[src/rtl/atuador_irrigacao.sv]
// Valve/pump sequencer for the irrigation actuators: valve settles before the pump
// starts and after it stops, with min/max pump time and cooldown. Dry-run guard: IRRIG_DRYRUN_EN.
module atuador_irrigacao #(
    parameter int CNT_W        = 16,
    parameter int VALVE_SETTLE = 4,
    parameter int MIN_ON       = 16,
    parameter int MAX_ON       = 256,
    parameter int COOLDOWN     = 8
) (
    input  logic       clk,
    input  logic       rst,
    input  logic       Vs,
    input  logic       Bs,
    input  logic       L,
    input  logic       CLR,
    output logic       VALV_ASP,
    output logic       VALV_GOT,
    output logic       BOMBA,
    output logic       TMO,
    output logic       ALARM,
    output logic [2:0] ESTADO
);

    typedef enum logic [2:0] {
        IDLE   = 3'd0,
        ABRE   = 3'd1,
        RUN    = 3'd2,
        FECHA  = 3'd3,
        ESPERA = 3'd4
    } estado_t;

    localparam logic [CNT_W-1:0] SETTLE_LAST = CNT_W'(VALVE_SETTLE - 1);
    localparam logic [CNT_W-1:0] MIN_LAST    = CNT_W'(MIN_ON - 1);
    localparam logic [CNT_W-1:0] MAX_LAST    = CNT_W'(MAX_ON - 1);
    localparam logic [CNT_W-1:0] COOL_LAST   = CNT_W'(COOLDOWN - 1);

    estado_t          state_q, state_d;
    logic             mode_q, mode_d;     // 1 = sprinkler, 0 = drip
    logic [CNT_W-1:0] cnt_q, cnt_d;
    logic             tmo_q, tmo_d;
    logic             alarm_q, alarm_d;
    logic             alarm_set;
    logic             dry_w;
    logic             clr_w;
    logic             req_w;

`ifdef IRRIG_DRYRUN_EN
    assign dry_w = ~L;
    assign clr_w = CLR;
`else
    logic unused_dryrun;
    assign dry_w        = 1'b0;
    assign clr_w        = 1'b0;
    assign unused_dryrun = L ^ CLR;
`endif

    assign req_w = mode_q ? Vs : Bs;

    always_ff @(posedge clk) begin
        if (rst) begin
            state_q <= IDLE;
            mode_q  <= 1'b0;
            cnt_q   <= '0;
            tmo_q   <= 1'b0;
            alarm_q <= 1'b0;
        end else begin
            state_q <= state_d;
            mode_q  <= mode_d;
            cnt_q   <= cnt_d;
            tmo_q   <= tmo_d;
            alarm_q <= alarm_d;
        end
    end

    always_comb begin
        state_d   = state_q;
        mode_d    = mode_q;
        cnt_d     = cnt_q + CNT_W'(1);
        tmo_d     = 1'b0;
        alarm_set = 1'b0;
        case (state_q)
            IDLE: begin
                cnt_d = '0;
                if (Vs | Bs) begin
                    if (dry_w) begin
                        alarm_set = 1'b1;
                    end else if (!alarm_q) begin
                        state_d = ABRE;
                        mode_d  = Vs;
                    end
                end
            end
            ABRE: begin
                if (dry_w) begin
                    state_d   = FECHA;
                    alarm_set = 1'b1;
                end else if (cnt_q == SETTLE_LAST) begin
                    state_d = RUN;
                end
            end
            RUN: begin
                // Dry-run abort takes precedence over the MAX_ON timeout.
                if (dry_w) begin
                    state_d   = FECHA;
                    alarm_set = 1'b1;
                end else if (cnt_q == MAX_LAST) begin
                    state_d = FECHA;
                    tmo_d   = 1'b1;
                end else if (!req_w && (cnt_q >= MIN_LAST)) begin
                    state_d = FECHA;
                end
            end
            FECHA: begin
                if (cnt_q == SETTLE_LAST) state_d = ESPERA;
            end
            ESPERA: begin
                if (cnt_q == COOL_LAST) state_d = IDLE;
            end
            default: begin
                state_d = IDLE;
            end
        endcase
        if (state_d != state_q) cnt_d = '0;
        alarm_d = alarm_set | (alarm_q & ~clr_w);
    end

    always_comb begin
        VALV_ASP = 1'b0;
        VALV_GOT = 1'b0;
        BOMBA    = 1'b0;
        if (state_q == ABRE || state_q == RUN || state_q == FECHA) begin
            VALV_ASP = mode_q;
            VALV_GOT = ~mode_q;
        end
        if (state_q == RUN) BOMBA = 1'b1;
    end

    assign TMO    = tmo_q;
    assign ALARM  = alarm_q;
    assign ESTADO = state_q;

endmodule

[config.mk]
export PLATFORM = sky130hd
export DESIGN_NAME = atuador_irrigacao
export DESIGN_NICKNAME = d
export VERILOG_FILES = /design/src/rtl/atuador_irrigacao.sv
export SDC_FILE = /design/constraint.sdc
export NUM_CORES = 1
export LEC_CHECK = 0
export BUFFER_PORTS_ARGS = -buffer_cell sky130_fd_sc_hd__buf_2
export CAP_MARGIN = 30
export CORE_ASPECT_RATIO = 1.4
export CORE_MARGIN = 10
export CORE_UTILIZATION = 60
export DETAILED_ROUTE_END_ITERATION = 16
export PLACE_DENSITY = 0.9
export SLEW_MARGIN = 30
export SYNTH_ARGS = -nofsm -noshare
export SYNTH_HDL_FRONTEND = slang
export SYNTH_SLANG_ARGS = --single-unit
[constraint.sdc]
create_clock -name clk -period 5.1 [get_ports clk]
set_clock_uncertainty 0.2 [all_clocks]
set_input_delay 0.765 -clock clk [delete_from_list [all_inputs] [get_ports clk]]
set_output_delay 0.765 -clock clk [all_outputs]
set_load 0.01 [all_outputs]
==> out/results.ini, run 1 <==
[status]
outcome=completed

[floorplanning]
die_area_sq_um=4030
rows=18
coreArea_sq_um=1780
initial_core_util_pct=63.3
io_pins=14
die_x_um=56.6
die_y_um=71.3

[route]
drcViolationCount=0
drt_pass1_iterations=4
routed_wl_mm=2.13
vias=914
viasPerCell=5.71
wl_per_cell_um=13.3
antenna_left=0
drt_iter0_drc=35

[timing]
setup_violations=0
hold_viol_final=0
slew_viol_final=0
rsz0062_at_grt=false
tightest_slew_ps=700
tns_ps=0
relSlewSlack_pct=53.2
min_period_ps=2400
fin_crit_sh_pct=47.0
max_freq_ghz=0.417

[logic_synthesis]
yosysWarnings=0
synth.net_count=137
avgSynthCellArea_sq_um=8.66
netlist_area_sq_um=1130
async_reset_ff_share_pct=0
synth_ff_type=dfxtp_1
yosys.cell_types.count=35
synth-seq-cells=21
postSynthCellCount=130
seq_area_frac_synth_pct=37.3
synth_edf_count=0

[finish]
regArea_sq_um=420
final_net_count=148
instances_no_fill=160
area_growth_pct=6.44
design_area_sq_um=1200
multi_input_area_sq_um=662
fillCellCount=156
diodes=0
drive_above_1_share_pct=17.1

[clocking]
cts_tree=built
cts.sink_count=21
cts_inserted_buffers=3
cts_setup_buffers=0
post_cts_resized=0
path_clk_slew_ps=110
cts_max_level=1
cts_hold_repair.buffers=0
cts_buffer_depth=2
clockRootBuffer=clkbuf_4
clock_latency_ps=310

[power]
vdd_drop_max_mv=0.154
p_per_area_nw_per_um2=230
leakage_nw=0.472

[global_routing]
globalRouteOverflowTotal=0
grt_pass1_wl_mm=3.93
grtUsageMet2_pct=21.0
grtUsageMet1_pct=11.2
grt_max_degree=17
grt_pass1_vias=975
grt_use_met3_pct=2.82
grtUsageTotal_pct=11.6
antenna_found_initial=0
top_usage_layer=met2

[critical_path]
worst_setup_path_end_kind=output port
worstSetupStartpointType=flip-flop
r2r-start=cnt_q[0]
crit_fanout=7
worst-endpoint-required_ps=4140
reg2reg_to=cnt_q[14]
worstSetupPathType=flip-flop to output port
reg2reg_depth=6
crit_arrival_ps=1430
r2r_slack_ps=2790

[place]
place.gp.congestion=0.797
dp_hpwl_mm=1.66
placed_cells=156
port_buffers=10
placed_cell_area_sq_um=1170

[hold_path]
hold_path_class=flip-flop to flip-flop
whs_path_depth=1
whs_endpoint=cnt_q[0]
hp-start=cnt_q[0]

[run]
max_cap_viol_count=0

cell usage in the layout, fill, tap and decap left out, drive strengths merged:
cell type,instances
a2111oi,1
xnor2,8
inv,4
a31oi,3
or2,1
nand3,6
buf,10
or4,1
nor2b,2
nor4,3
and4,2
a21boi,1
mux2i,1
a22oi,2
nor3b,4
nor3,6
nand2,18
clkbuf,4
nand4,6
o21a,1
conb,1
ha,1
xor2,7
a211o,1
dfxtp,21
a21oi,1
nor2,24
power by group:
part           total, mW  internal, mW  switching (mW)
logic             0.0272       0.00983          0.0174
registers          0.169         0.166         0.00307
clock network     0.0794        0.0306          0.0488
total              0.276         0.206          0.0692
cells by family (layout without fill, tap and decap cells):
kind of cell               after synthesis  after routing  synth area share, %
buffers and inverters                    8             18                 3.89
DFF                                     21             21                 37.3
other                                    1              1                0.333
muxes                                    1              1                0.889
adders and majority gates                1              1                 1.11
and+or+nand+nor                         73             73                 36.6
xor gates and xnor gates                15             15                 11.7
AOI/OAI and AO/OA                       10             10                 8.22
worst max-delay path by stage:
stage                     startpoint   endpoint  slack (ps)  depth (start not counted)
after global routing       ESTADO[1]   VALV_ASP        2570                          4
after CTS                  ESTADO[1]   VALV_ASP        2680                          4
after floorplan            ESTADO[1]   VALV_ASP        3110                          3
after global placement           rst  cnt_q[15]        2810                          4
after detailed placement         rst  cnt_q[14]        2750                          4
final                      ESTADO[1]   VALV_ASP        2700                          4
synthesized netlist by cell type (all sizes together) (2+ instances only):
cell	instances	area share, %
nor4	3	2.8
and4	2	1.6
nand3	6	3.1
nand2	18	6.0
inv	4	1.3
nor2	24	8.7
a22oi	2	1.3
a31oi	3	3.6
nor3	6	2.7
buf	4	2.6
xor2	7	5.4
nor2b	2	1.1
xnor2	8	6.2
dfxtp	21	37
nor3b	4	3.1
nand4	6	6.0
stage by stage:
stage               hold WS, ps  total power, mW  setup WS [ps]  util, %
CTS                         360            0.280           2680     67.4
global placement            340            0.199           2810     65.9
finish                      361            0.276           2700     67.4
floorplan                   314            0.195           3110        -
global route                415            0.289           2570     67.4
detailed placement          344            0.200           2750     65.9
state kept, by name, summed over array words and instances, names as in the netlist:
name    flops
ESTADO      3
mode_q      1
cnt_q      16
TMO         1
worst max-delay path, stage by stage (launching register included):
cell and delay, ps:
dfxtp_1 470, nor2_1 120, or2_2 320, nor2_1 90
buf_2 130
layout make-up:
cell class,count,share of cell area (%)
multi-input combinational,101,55.2
timing repair buffer,10,4.18
tap,20,2.09
sequential,21,35.1
inverter,4,1.25
clock buffer,4,2.19
per-layer routing:
metal  vias up  share of wire [%]  wire length [um]
met1       423                 40               854
met5         -                  0                 0
li1        463                  -                 -
met3         5                7.3               155
met2        23                 50              1070
met4         0                2.3                50
Note: power is estimated with default switching activity, not from simulation.
==> run 2: changes to the inputs <==
--- a/config.mk
+++ b/config.mk
@@ -9,9 +9,9 @@
 export CAP_MARGIN = 30
 export CORE_ASPECT_RATIO = 1.4
 export CORE_MARGIN = 10
-export CORE_UTILIZATION = 60
+export CORE_UTILIZATION = 50
 export DETAILED_ROUTE_END_ITERATION = 16
-export PLACE_DENSITY = 0.9
+export PLACE_DENSITY = 0.81
 export SLEW_MARGIN = 30
 export SYNTH_ARGS = -nofsm -noshare
 export SYNTH_HDL_FRONTEND = slang
==> constraint.sdc (replaced) <==
create_clock -name clk -period 2 [get_ports clk]
set_clock_uncertainty 0.2 [all_clocks]
set_input_delay 0.3 -clock clk [delete_from_list [all_inputs] [get_ports clk]]
set_output_delay 0.3 -clock clk [all_outputs]
set_load 0.01 [all_outputs]
==> run 2 against run 1 <==
Final cell count is 8.1% higher. Total power grew to 2.7 times the previous value. Global-route usage is 0.93 points lower. Sequential share of layout area is 3.3 points lower. Hold slack worse by 280 ps. Count of clock-buffer cells in the layout is 1 lower. Flip-flop and latch count stayed put. Non-clock buffer count is 11 higher. Critical path type is now flip-flop to flip-flop. Largest cell class unchanged.
==> out/results.ini, run 2 (same netlist as run 1, synthesis figures left out) <==
[critical_path]
cp_cell_sequence=buf_4 -> nand4_4 -> or4_4 -> nor2_4 -> xnor2_1 -> nor3b_2
r2r-start=cnt_q[5]
crit_family=simple AND/OR/NAND/NOR gates
slowest_stage=or4_4
reg2reg_depth=6
r2r_slack_ps=90
worstSetupPathType=flip-flop to flip-flop
worst-path-stages=6
crit_fanout=6
crit_arrival_ps=1920
worst-endpoint-required_ps=2010
crit_buf_inv=1
worstSetupStartpoint=cnt_q[5]
reg2reg_to=cnt_q[15]
worst_setup_path_end_kind=flip-flop
max_stage_delay_ps=580
worstSetupStartpointType=flip-flop
cp-endpoint=cnt_q[15]

[route]
wl_per_cell_um=13.7
drcViolationCount=0
routed_wl_mm=2.37
viasPerCell=5.67
drt_pass1_iterations=4
drt_iter0_drc=27
vias=981
antenna_left=0

[timing]
min_period_ps=1910
whs_ps=76.1
worst_slack_ps=86.1
setup_violations=0
max_freq_ghz=0.522
fin_crit_sh_pct=95.7
rsz0062_at_grt=false
hold_viol_final=0
slew_viol_final=0

[finish]
largest_reg_flops=16
instances_no_fill=173
layout_common_cells=nor2_1, dfxtp_1, nand2_1, buf_2, buf_4
final_common_cell=nor2_1
design_area_sq_um=1340
top_register=cnt_q
final_net_count=159
diodes=0
finish.utilization_pct=62.0
drive_above_1_share_pct=27.8
area_growth_pct=18.6
fillCellCount=183

[global_routing]
antenna_found_initial=0
grtUsageTotal_pct=10.6
grt_pass1_wl_mm=4.08
grt_max_degree=17
grt_pass1_vias=998
globalRouteOverflowTotal=0

[clocking]
cts.sink_count=21
clock_latency_ps=300
cts_tree=built
clockRootBuffer=clkbuf_4
cts_max_level=1
cts_inserted_buffers=3
path_clk_slew_ps=120
cts_buffer_depth=2

[floorplanning]
initial_core_util_pct=52.3
rows=20
die_x_um=60.1
die_y_um=76.2
die_area_sq_um=4580
coreArea_sq_um=2150
io_pins=14

[power]
p_sw_uw=192
leakage_nw=0.540
vdd_drop_max_mv=0.342
internal-power_uw=539
pwr-share-clk_pct=28.5
pwr-share-seq_pct=58.9
p_comb_share_pct=12.6
p_per_area_nw_per_um2=547
netSwitchingFraction_pct=26.3

[place]
placed_cell_area_sq_um=1250
place.gp.congestion=0.766
port_buffers=10
placed_cells=167
place_ws_ps=-79.6
dp_hpwl_mm=1.76

[run]
max_cap_viol_count=0

[hold_path]
hp-start=Vs
hold_path_class=primary input to flip-flop

[status]
outcome=completed

## run 2: how the worst min path moves through the flow
| stage | to | slack, ps | cells past startpoint |
|---|---|---|---|
| global route | mode_q | 80 | 3 |
| floorplan | ESTADO[0] | 170 | 1 |
| global placement | cnt_q[0] | 340 | 2 |
| detailed placement | mode_q | 350 | 2 |
| finish | mode_q | 80 | 3 |
| CTS | mode_q | 20 | 2 |
## run 2: worst reg2reg max path: stages, from the launching register on
cell and delay, ps:
dfxtp_1 400, buf_4 170, nand4_4 140, or4_4 580, nor2_4 120, xnor2_1 140
nor3b_2 60
## run 2: through the flow
stage	setup TNS (ps)	power, mW
6_report	0	0.731
5_1_grt	0	0.769
4_1_cts	0	0.732
3_5_place_dp	-302	0.527
3_3_place_gp	-31.2	0.524
2_1_floorplan	0	0.497
## run 2: cell type report
type / instances / area [sq um] / share of cell area (%)
multi-input combinational: 101 / 693 / 51.9
sequential: 21 / 424 / 31.8
timing repair buffer: 21 / 148 / 11.1
tap: 22 / 27.5 / 2.06
clock buffer: 3 / 22.5 / 1.69
inverter: 4 / 15.0 / 1.12
clock inverter: 1 / 5.00 / 0.375
## run 2: what timing repair did
action / 4_1_cts / 5_1_grt
endpoints found under the hold margin: 0 / 1
endpoints found under the setup margin: 16 / 19
hold buffers: 0 / 1
buffers inserted: 0 / 1
resized for setup: 3 / 7
pin swaps: 0 / 0
## run 2: per-layer routing
metal	track usage, %	share of wire, %	routed length (um)
met3	3.67	6.9	163
met4	5.41	2.0	48
met5	0	0	0
met2	18.2	52	1230
met1	10.6	39	929
## run 2: power groups by stage
stage	sequential, mW	clock (mW)	combinational (mW)
after floorplan	0.440	0	0.0567
after global placement	0.439	0	0.0851
after detailed placement	0.439	0	0.0882
after CTS	0.430	0.212	0.0903
after global routing	0.432	0.237	0.101
final	0.430	0.208	0.0920
==> run 3: changes to the inputs <==
--- a/config.mk
+++ b/config.mk
@@ -5,6 +5,7 @@
 export SDC_FILE = /design/constraint.sdc
 export NUM_CORES = 1
 export LEC_CHECK = 0
+export ABC_AREA = 1
 export BUFFER_PORTS_ARGS = -buffer_cell sky130_fd_sc_hd__buf_2
 export CAP_MARGIN = 30
 export CORE_ASPECT_RATIO = 1.4
==> run 3 against run 2 <==
Die area rose by 1.3%. Cell area fell by 3.9%. Largest cell class unchanged. Critical path type unchanged. Combinational power fell by 27%. Global-route usage fell by 0.65 points. First-iteration DRC count rose by 52%. Worst setup slack improved by 23 ps. Clock power barely moved.
==> out/results.ini, run 3 <==
[clocking]
cts.sink_count=21
clockRootBuffer=clkbuf_4
cts_buffer_depth=2
cts_inserted_buffers=3
cts_tree=built
cts_hold_repair.buffers=0
clock_latency_ps=310
path_clk_slew_ps=110
cts_max_level=1

[hold_path]
whs_path_depth=2
hp-start=rst
hold_path_class=primary input to flip-flop

[timing]
max_freq_ghz=0.529
hold_viol_final=0
rsz0062_at_grt=false
slew_viol_final=0
setup_violations=0
whs_ps=21.8
fin_crit_sh_pct=94.5
min_period_ps=1890
tns_ps=0

[floorplanning]
coreArea_sq_um=2180
rows=20
die_y_um=76.7
die_area_sq_um=4640
io_pins=14
initial_core_util_pct=52.7
die_x_um=60.5

[power]
vdd_drop_max_mv=0.347
totalPowerFinal_uw=699
p_per_area_nw_per_um2=545
leakage_nw=0.517

[logic_synthesis]
netlist_area_sq_um=1150
yosysMostFrequentCell=nand2_1
yosysTopAreaCellShare_pct=36.6
synth.net_count=167
postSynthCellCount=160
avgSynthCellArea_sq_um=7.17
async_reset_ff_share_pct=0
yosys.cell_types.count=22
synth_ff_type=dfxtp_1
synth_top_cells_by_area=dfxtp_1, nand2_1, nor2_1
seq_area_frac_synth_pct=36.6
synth_area_leader_cell=dfxtp_1
synth_edf_count=0
synth-seq-cells=21
yosysWarnings=0
yosys-top-cells-count=nand2_1, nor2_1, inv_1

[place]
placed_cell_area_sq_um=1220
port_buffers=10
place.gp.congestion=0.849
dp_hpwl_mm=1.77

[route]
drcViolationCount=0
viasPerCell=5.11
drt_pass1_iterations=4
routed_wl_mm=2.30
antenna_left=0
vias=1017
wl_per_cell_um=11.6
drt_iter0_drc=41

[global_routing]
globalRouteOverflowTotal=0
grt_pass1_vias=965
antenna_found_initial=0
grt_pass1_wl_mm=3.72
grt_max_degree=17
grtUsageTotal_pct=9.98

[finish]
drive_above_1_share_pct=24.3
area_growth_pct=11.8
final_common_cell=nand2_1
fillCellCount=207
diodes=0
largest_reg_flops=16
final_net_count=185
design_area_sq_um=1280
top_register=cnt_q
layout_common_cells=nand2_1, nor2_1, inv_1, dfxtp_1, nor2_2

[critical_path]
worst_setup_path_end_kind=flip-flop
worstSetupStartpoint=cnt_q[0]
crit_arrival_ps=1940
worst-endpoint-required_ps=2050
r2r-start=cnt_q[0]
worstSetupStartpointType=flip-flop
crit_fanout=16
worstSetupPathType=flip-flop to flip-flop
reg2reg_depth=9

[status]
outcome=completed

[run]
max_cap_viol_count=0

==> run 3: final timing paths <==
check,slack (ps),endpoint
worst max-delay path,110,cnt_q[12]
worst min-delay path,20,mode_q
worst max register to register,110,cnt_q[12]
worst min register to register,310,mode_q
==> run 3: per-layer routing <==
layer  up-vias  wire, um  global-route usage, %
met2        25      1160                   18.3
met5         -         0                      0
li1        519         -                      -
met3        12       164                   2.47
met1       461       865                   8.85
met4         0       111                   6.61
==> run 3: where the power goes <==
| part | total (mW) | internal (mW) | switching [mW] |
|---|---|---|---|
| Combinational | 0.0675 | 0.0220 | 0.0455 |
| Sequential | 0.427 | 0.423 | 0.00385 |
| Clock | 0.205 | 0.0749 | 0.130 |
==> run 3: through the flow <==
step / std cells / util, % / worst slack (ps)
floorplan: 160 / - / 127
global placement: 193 / 56.0 / 136
detailed placement: 193 / 56.0 / 68.1
CTS: 197 / 57.3 / 29.5
global route: 199 / 58.9 / 5.95
finish: 199 / 58.9 / 109
==> run 3: cell families after synthesis <==
kind of cell             Yosys count  synth area share (%)
adder cells (fa/ha/maj)            1                  1.09
XOR/XNOR                          14                  10.7
other                              1                 0.327
flip-flops                        21                  36.6
AO/OA/AOI/OAI                      5                  2.94
AND/OR/NAND/NOR                   94                  38.7
buffers and inverters             24                  9.60
==> run 3: cell type report <==
cell class / instances / area (sq um) / area share (%)
flip-flops and latches: 21 / 422 / 32.9
clock buffers: 3 / 22.5 / 1.76
repair buffers: 15 / 87.6 / 6.83
well taps: 22 / 27.5 / 2.15
inverters: 22 / 82.6 / 6.44
multi-input cells: 115 / 636 / 49.6
clock inverters: 1 / 5.00 / 0.390
==> run 3: critical path, cell delays in order, from the launching register on <==
cell     delay [ps]
dfxtp_1         340
ha_2            220
nand3_1         100
nor2_2           50
buf_4           130
nand3_1         100
nand3_1          90
nor2_1          300
nand2_8         170
nor2_1          130
==> run 3: what timing repair did <==
action                                  4_1_cts  5_1_grt
endpoints found under the setup margin        0       16
buffers inserted                              0        2
gates resized for setup                       0        5
